### src/rtl/bin2bcd_seq_pkg.sv
// ---------------------------------------------------------------------------
// bin2bcd_seq_pkg
// Shared definitions for the sequential binary-to-BCD converter:
//   state_t  - FSM state encoding (IDLE / SHIFT / DONE, 2 bits)
//   clog2()  - constant function used to size the shift counter
// ---------------------------------------------------------------------------
package bin2bcd_seq_pkg;

    typedef enum logic [1:0] {
        ST_IDLE  = 2'd0,
        ST_SHIFT = 2'd1,
        ST_DONE  = 2'd2
    } state_t;

    // Ceiling log2, never less than 1 so a counter always has at least one bit.
    function automatic int clog2(input int value);
        int result;
        int remaining;
        result    = 0;
        remaining = value - 1;
        while (remaining > 0) begin
            result++;
            remaining = remaining >> 1;
        end
        return (result < 1) ? 1 : result;
    endfunction

endpackage

### src/rtl/bcd_digit_adj.sv
// ---------------------------------------------------------------------------
// bcd_digit_adj
// Combinational "add 3 if >= 5" correction for one BCD digit, applied before
// each left shift of the double-dabble algorithm.
// Ports:
//   din   in  4  BCD digit before correction
//   dout  out 4  corrected digit
// ---------------------------------------------------------------------------
module bcd_digit_adj (
    input  logic [3:0] din,
    output logic [3:0] dout
);

    assign dout = (din >= 4'd5) ? (din + 4'd3) : din;

endmodule

### src/rtl/bin2bcd_seq.sv
// ---------------------------------------------------------------------------
// bin2bcd_seq
// Multi-cycle binary-to-BCD converter (shift-and-add-3, one bit per clock)
// with valid/ready handshakes on input and output. Optional two's-complement
// mode converts the magnitude and reports the sign separately.
// Parameters:
//   BIN_W   input binary width (>= 2)
//   DIGITS  number of BCD digits produced
//   SIGNED  1: in_bin is two's complement
// Ports:
//   clk        in   1         rising-edge clock
//   reset      in   1         asynchronous active-high reset
//   in_valid   in   1         in_bin is valid
//   in_ready   out  1         converter idle, can accept
//   in_bin     in   BIN_W     value to convert
//   out_valid  out  1         bcd/sign/ovf valid, held until out_ready
//   out_ready  in   1         consumer takes the result
//   bcd        out  4*DIGITS  packed BCD, digit 0 in bits [3:0]
//   sign       out  1         1 = negative (always 0 when SIGNED=0)
//   ovf        out  1         value did not fit in DIGITS digits
// ---------------------------------------------------------------------------
module bin2bcd_seq
    import bin2bcd_seq_pkg::*;
#(
    parameter int BIN_W  = 10,
    parameter int DIGITS = 4,
    parameter int SIGNED = 0
) (
    input  logic                  clk,
    input  logic                  reset,
    input  logic                  in_valid,
    output logic                  in_ready,
    input  logic [BIN_W-1:0]      in_bin,
    output logic                  out_valid,
    input  logic                  out_ready,
    output logic [4*DIGITS-1:0]   bcd,
    output logic                  sign,
    output logic                  ovf
);

    localparam int                BCD_W      = 4 * DIGITS;
    localparam int                CNT_W      = clog2(BIN_W);
    localparam logic [CNT_W-1:0]  LAST_COUNT = CNT_W'(BIN_W - 1);

    state_t              state;
    logic [CNT_W-1:0]    count;
    logic [BIN_W-1:0]    sh;
    logic [BCD_W-1:0]    acc;
    logic                ovf_acc;
    logic                sign_acc;

    logic [BCD_W-1:0]    adj;
    logic [BCD_W-1:0]    next_acc;
    logic [BIN_W-1:0]    next_sh;
    logic                next_ovf;
    logic                negative;
    logic [BIN_W-1:0]    magnitude;

    // Every digit of the accumulator is corrected in parallel before the shift.
    for (genvar g = 0; g < DIGITS; g++) begin : gen_digit
        bcd_digit_adj u_adj (
            .din  (acc[4*g +: 4]),
            .dout (adj[4*g +: 4])
        );
    end

    // Negation in BIN_W bits maps -2^(BIN_W-1) onto its own bit pattern, which
    // read as unsigned is exactly 2^(BIN_W-1). A negative input can never have
    // zero magnitude, so no negative-zero case exists.
    assign negative  = (SIGNED != 0) && in_bin[BIN_W-1];
    assign magnitude = negative ? -in_bin : in_bin;

    // One shift step: the MSB of the binary register enters the accumulator,
    // and whatever leaves the top of the accumulator means the value overflowed.
    assign next_acc = {adj[BCD_W-2:0], sh[BIN_W-1]};
    assign next_sh  = {sh[BIN_W-2:0], 1'b0};
    assign next_ovf = ovf_acc | adj[BCD_W-1];

    assign in_ready = (state == ST_IDLE);

    // FSM with the datapath registers. Result outputs are loaded only when the
    // last shift completes, so they stay stable while a new value is converted.
    always_ff @(posedge clk or posedge reset) begin
        if (reset) begin
            state     <= ST_IDLE;
            count     <= '0;
            sh        <= '0;
            acc       <= '0;
            ovf_acc   <= 1'b0;
            sign_acc  <= 1'b0;
            out_valid <= 1'b0;
            bcd       <= '0;
            sign      <= 1'b0;
            ovf       <= 1'b0;
        end else begin
            case (state)
                ST_IDLE: begin
                    if (in_valid) begin
                        sh       <= magnitude;
                        acc      <= '0;
                        ovf_acc  <= 1'b0;
                        sign_acc <= negative;
                        count    <= '0;
                        state    <= ST_SHIFT;
                    end
                end
                ST_SHIFT: begin
                    acc     <= next_acc;
                    sh      <= next_sh;
                    ovf_acc <= next_ovf;
                    count   <= count + CNT_W'(1);
                    if (count == LAST_COUNT) begin
                        state     <= ST_DONE;
                        out_valid <= 1'b1;
                        bcd       <= next_acc;
                        ovf       <= next_ovf;
                        sign      <= sign_acc;
                    end
                end
                ST_DONE: begin
                    if (out_ready) begin
                        out_valid <= 1'b0;
                        state     <= ST_IDLE;
                    end
                end
                default: begin
                    state     <= ST_IDLE;
                    out_valid <= 1'b0;
                end
            endcase
        end
    end

endmodule
### config.mk
export PLATFORM = sky130hd
export DESIGN_NAME = bin2bcd_seq
export DESIGN_NICKNAME = d
export VERILOG_FILES = /design/src/rtl/bin2bcd_seq_pkg.sv /design/src/rtl/bcd_digit_adj.sv /design/src/rtl/bin2bcd_seq.sv
export SDC_FILE = /design/constraint.sdc
export NUM_CORES = 1
export LEC_CHECK = 0
export CAP_MARGIN = 20
export CORE_ASPECT_RATIO = 0.6
export CORE_MARGIN = 5
export CORE_UTILIZATION = 49
export DETAILED_ROUTE_END_ITERATION = 10
export GPL_ROUTABILITY_DRIVEN = 0
export PLACE_DENSITY_LB_ADDON = 0.2
export SLEW_MARGIN = 20
export SYNTH_ARGS = -nofsm -noshare
export SYNTH_HDL_FRONTEND = slang
export SYNTH_SLANG_ARGS = --single-unit
export TNS_END_PERCENT = 100
### constraint.sdc
create_clock -name clk -period 1.5 [get_ports clk]
set_input_delay 0.3 -clock clk [delete_from_list [all_inputs] [get_ports clk]]
set_output_delay 0.3 -clock clk [all_outputs]
set_load 0.01 [all_outputs]
==> out/qor.csv <==
metric;value;unit
cp-end-kind;register;
finalHoldWorstSlack;0.308;ns
yosysTopAreaCell;sky130_fd_sc_hd__dfrtp_1;
yosys.cell_types.count;33;
regToRegStartpoint;count[1];
clk_root_buffer_cell;sky130_fd_sc_hd__clkbuf_8;
drc;0;
rows;20;
synth_fp_nets;252;
cts.clk_slew.worst_paths;0.09;ns
fraction_of_the_cycle_the_final_worst_path_needs;0.994;
yosysWarnings;0;
hpwl;3590;um
synth_enable_flop_cells;0;
synthToLayoutAreaGrowth;36.1;%
yosysTopAreaCellShare;0.507;
design.die.area;0.00672;mm^2
ff2ff_setup_slack;0.009;ns
cts.hold.buffers_added;0;
post_drt_via_cell_ratio;5.27;
finClkSkew;0.00814;ns
ir_worst_vdd;0.00125;V
critical_path.startpoint;count[1];
arrival;1.69;ns
tritoncts_sink_count;51;
floorplan.initialDensity;0.501;
area_taken_by_flip_flops_and_latches;0.00128;mm^2
synth.ff_latch_count;51;
aggregate_global_routing_overflow;0;
drtIter0Drc;78;
timing_hold_violations_final;0;
maxCapViolations;0;
detail_route.first_pass.iterations;4;
critPathLaunchType;register;
finalNetCount;313;
h-tree-depth;2;
grt_start_max_net_pins;24;
netlist_instances;228;
cellPowerDensity;2130;mW/mm^2
worstPathMaxFanout;8;
result_of_the_run;complete, no violations;
global_route_wire_length_before_repair;8860;um
hp-class;in2async;
grt_pass1_vias;1834;
port-buffer-count;32;
cts_tree;built;
p_leak;1.54;nW
max_freq;671;MHz
yosys_most_used_dff;sky130_fd_sc_hd__dfrtp_1;
diodes_inserted;0;
syn_avg_cell_area;11.0;um^2
clk-insertion-delay-late;0.30;ns
post_synth_main_area_contributors;sky130_fd_sc_hd__dfrtp_1, sky130_fd_sc_hd__o21ai_0, sky130_fd_sc_hd__ha_1;
async_reset_ff_frac;1.00;
core_region_area;0.00503;mm^2
total_number_of_vias;1876;
multi_input_gate_area_in_the_final_layout;0.00125;mm^2
mappedNetlistArea;0.00252;mm^2
drt.antenna.violating_nets;0;
layout-drive-gt1-share;0.328;
layout_common_cells;sky130_fd_sc_hd__dfrtp_1, sky130_fd_sc_hd__buf_4, sky130_fd_sc_hd__o21ai_0;
finish.utilization;0.682;
fillers;367;
drt-total-wl;5510;um
die_height;65.5;um
routed_wire_length_per_instance;15.5;um
end_of_the_worst_register_to_register_path;bcd[6];
worstSetupPathType;reg2reg;
grt_setup_unrepaired;yes;
timing.final.crit_period;1.49;ns
total_track_usage;0.170;
slew_viol_final;0;
clock_path_buffers;2;
grt_antenna_before_repair;0;
fp.dieW;103;um
setup_violations;0;
setup.worst_path.end;bcd[6];
cts_buffers;5;
ioPinCount;34;
yosysSeqAreaShare;0.507;
r2r_cells;6;
required;1.70;ns
layout.cells.most_common;sky130_fd_sc_hd__dfrtp_1;
-- worst max-delay path: stages, from the launching register on --
cell                       delay (ns)
sky130_fd_sc_hd__dfrtp_1         0.38
sky130_fd_sc_hd__inv_1           0.06
sky130_fd_sc_hd__ha_2            0.18
sky130_fd_sc_hd__nand4b_4        0.13
sky130_fd_sc_hd__nor2_8          0.17
sky130_fd_sc_hd__buf_12          0.15
sky130_fd_sc_hd__mux2_4          0.29
-- per-layer routing --
layer | global-route usage | wire length, um | vias up
li1 | - | - | 920
met1 | 0.247 | 2790 | 923
met2 | 0.255 | 2470 | 27
met3 | 0.0382 | 192 | 6
met4 | 0.0442 | 55 | 0
met5 | 0 | 0 | -
-- report_power, final --
group	switching (mW)	total (mW)	internal (mW)
Clock	0.459	0.999	0.540
Sequential	0.500	2.49	1.99
Combinational	1.77	3.82	2.05
-- final cells by class --
type	instances	area share
Timing Repair Buffer	67	0.190
Inverter	11	0.0131
Sequential cell	51	0.373
Clock inverter	2	0.0102
Clock buffer	6	0.0241
Multi-Input combinational cell	153	0.366
Tap cell	66	0.0241
-- how the worst min path moves through the flow --
stage,to,from,cells after the start,slack (ns)
4_1_cts,bcd[12],reset,2,0.31
3_3_place_gp,sh[3],sh[3],2,0.46
3_5_place_dp,sh[2],sh[2],2,0.47
6_report,sh[4],reset,2,0.31
5_1_grt,acc[10],reset,2,0.31
2_1_floorplan,acc[0],reset,1,0.35
-- sequential cells by signal, summed over array words and instances, names as in the netlist --
name / count
state: 2
acc: 16
bcd: 16
ovf_acc: 1
out_valid: 1
sh: 10
ovf: 1
count: 4
-- per-stage QoR --
stage | setup TNS, ns | instances | setup slack (ns) | total power [mW] | area, um^2
final | 0 | 356 | 0.00925 | 7.30 | 3430
after global routing | -0.693 | 356 | -0.0704 | 7.85 | 3430
after CTS | -0.0525 | 351 | -0.0216 | 6.84 | 3240
after detailed placement | -0.313 | 338 | -0.0491 | 5.82 | 3060
after global placement | -0.100 | 338 | -0.0176 | 5.75 | 3060
after floorplan | 0 | 228 | 0.0312 | 4.53 | 2520
-- kinds of logic after synthesis --
group,synth area share
muxes,0.0646
DFF,0.507
xor gates and xnor gates,0.0139
AOI/OAI and AO/OA,0.190
adders and majority gates,0.0497
other,0.00149
buffers and inverters,0.0536
and+or+nand+nor,0.120
-- cells in the mapped netlist, drive strengths merged (2+ instances only) --
cell type / number
nor3: 6
nor2b: 3
nor3b: 4
clkbuf: 3
nand2: 20
a22o: 11
xnor2: 4
a21o: 2
a22oi: 9
nand2b: 5
mux2: 9
buf: 10
mux2i: 5
dfrtp: 51
a21oi: 12
a31oi: 4
or3b: 3
ha: 10
nor2: 12
o21ai: 29
inv: 11
-- repair_timing --
action	CTS	global route
setup endpoints to repair	32	30
pin swaps	3	6
resized for setup	26	35
gates cloned	0	1
setup buffers	5	5
(Power assumes the default switching activity.)
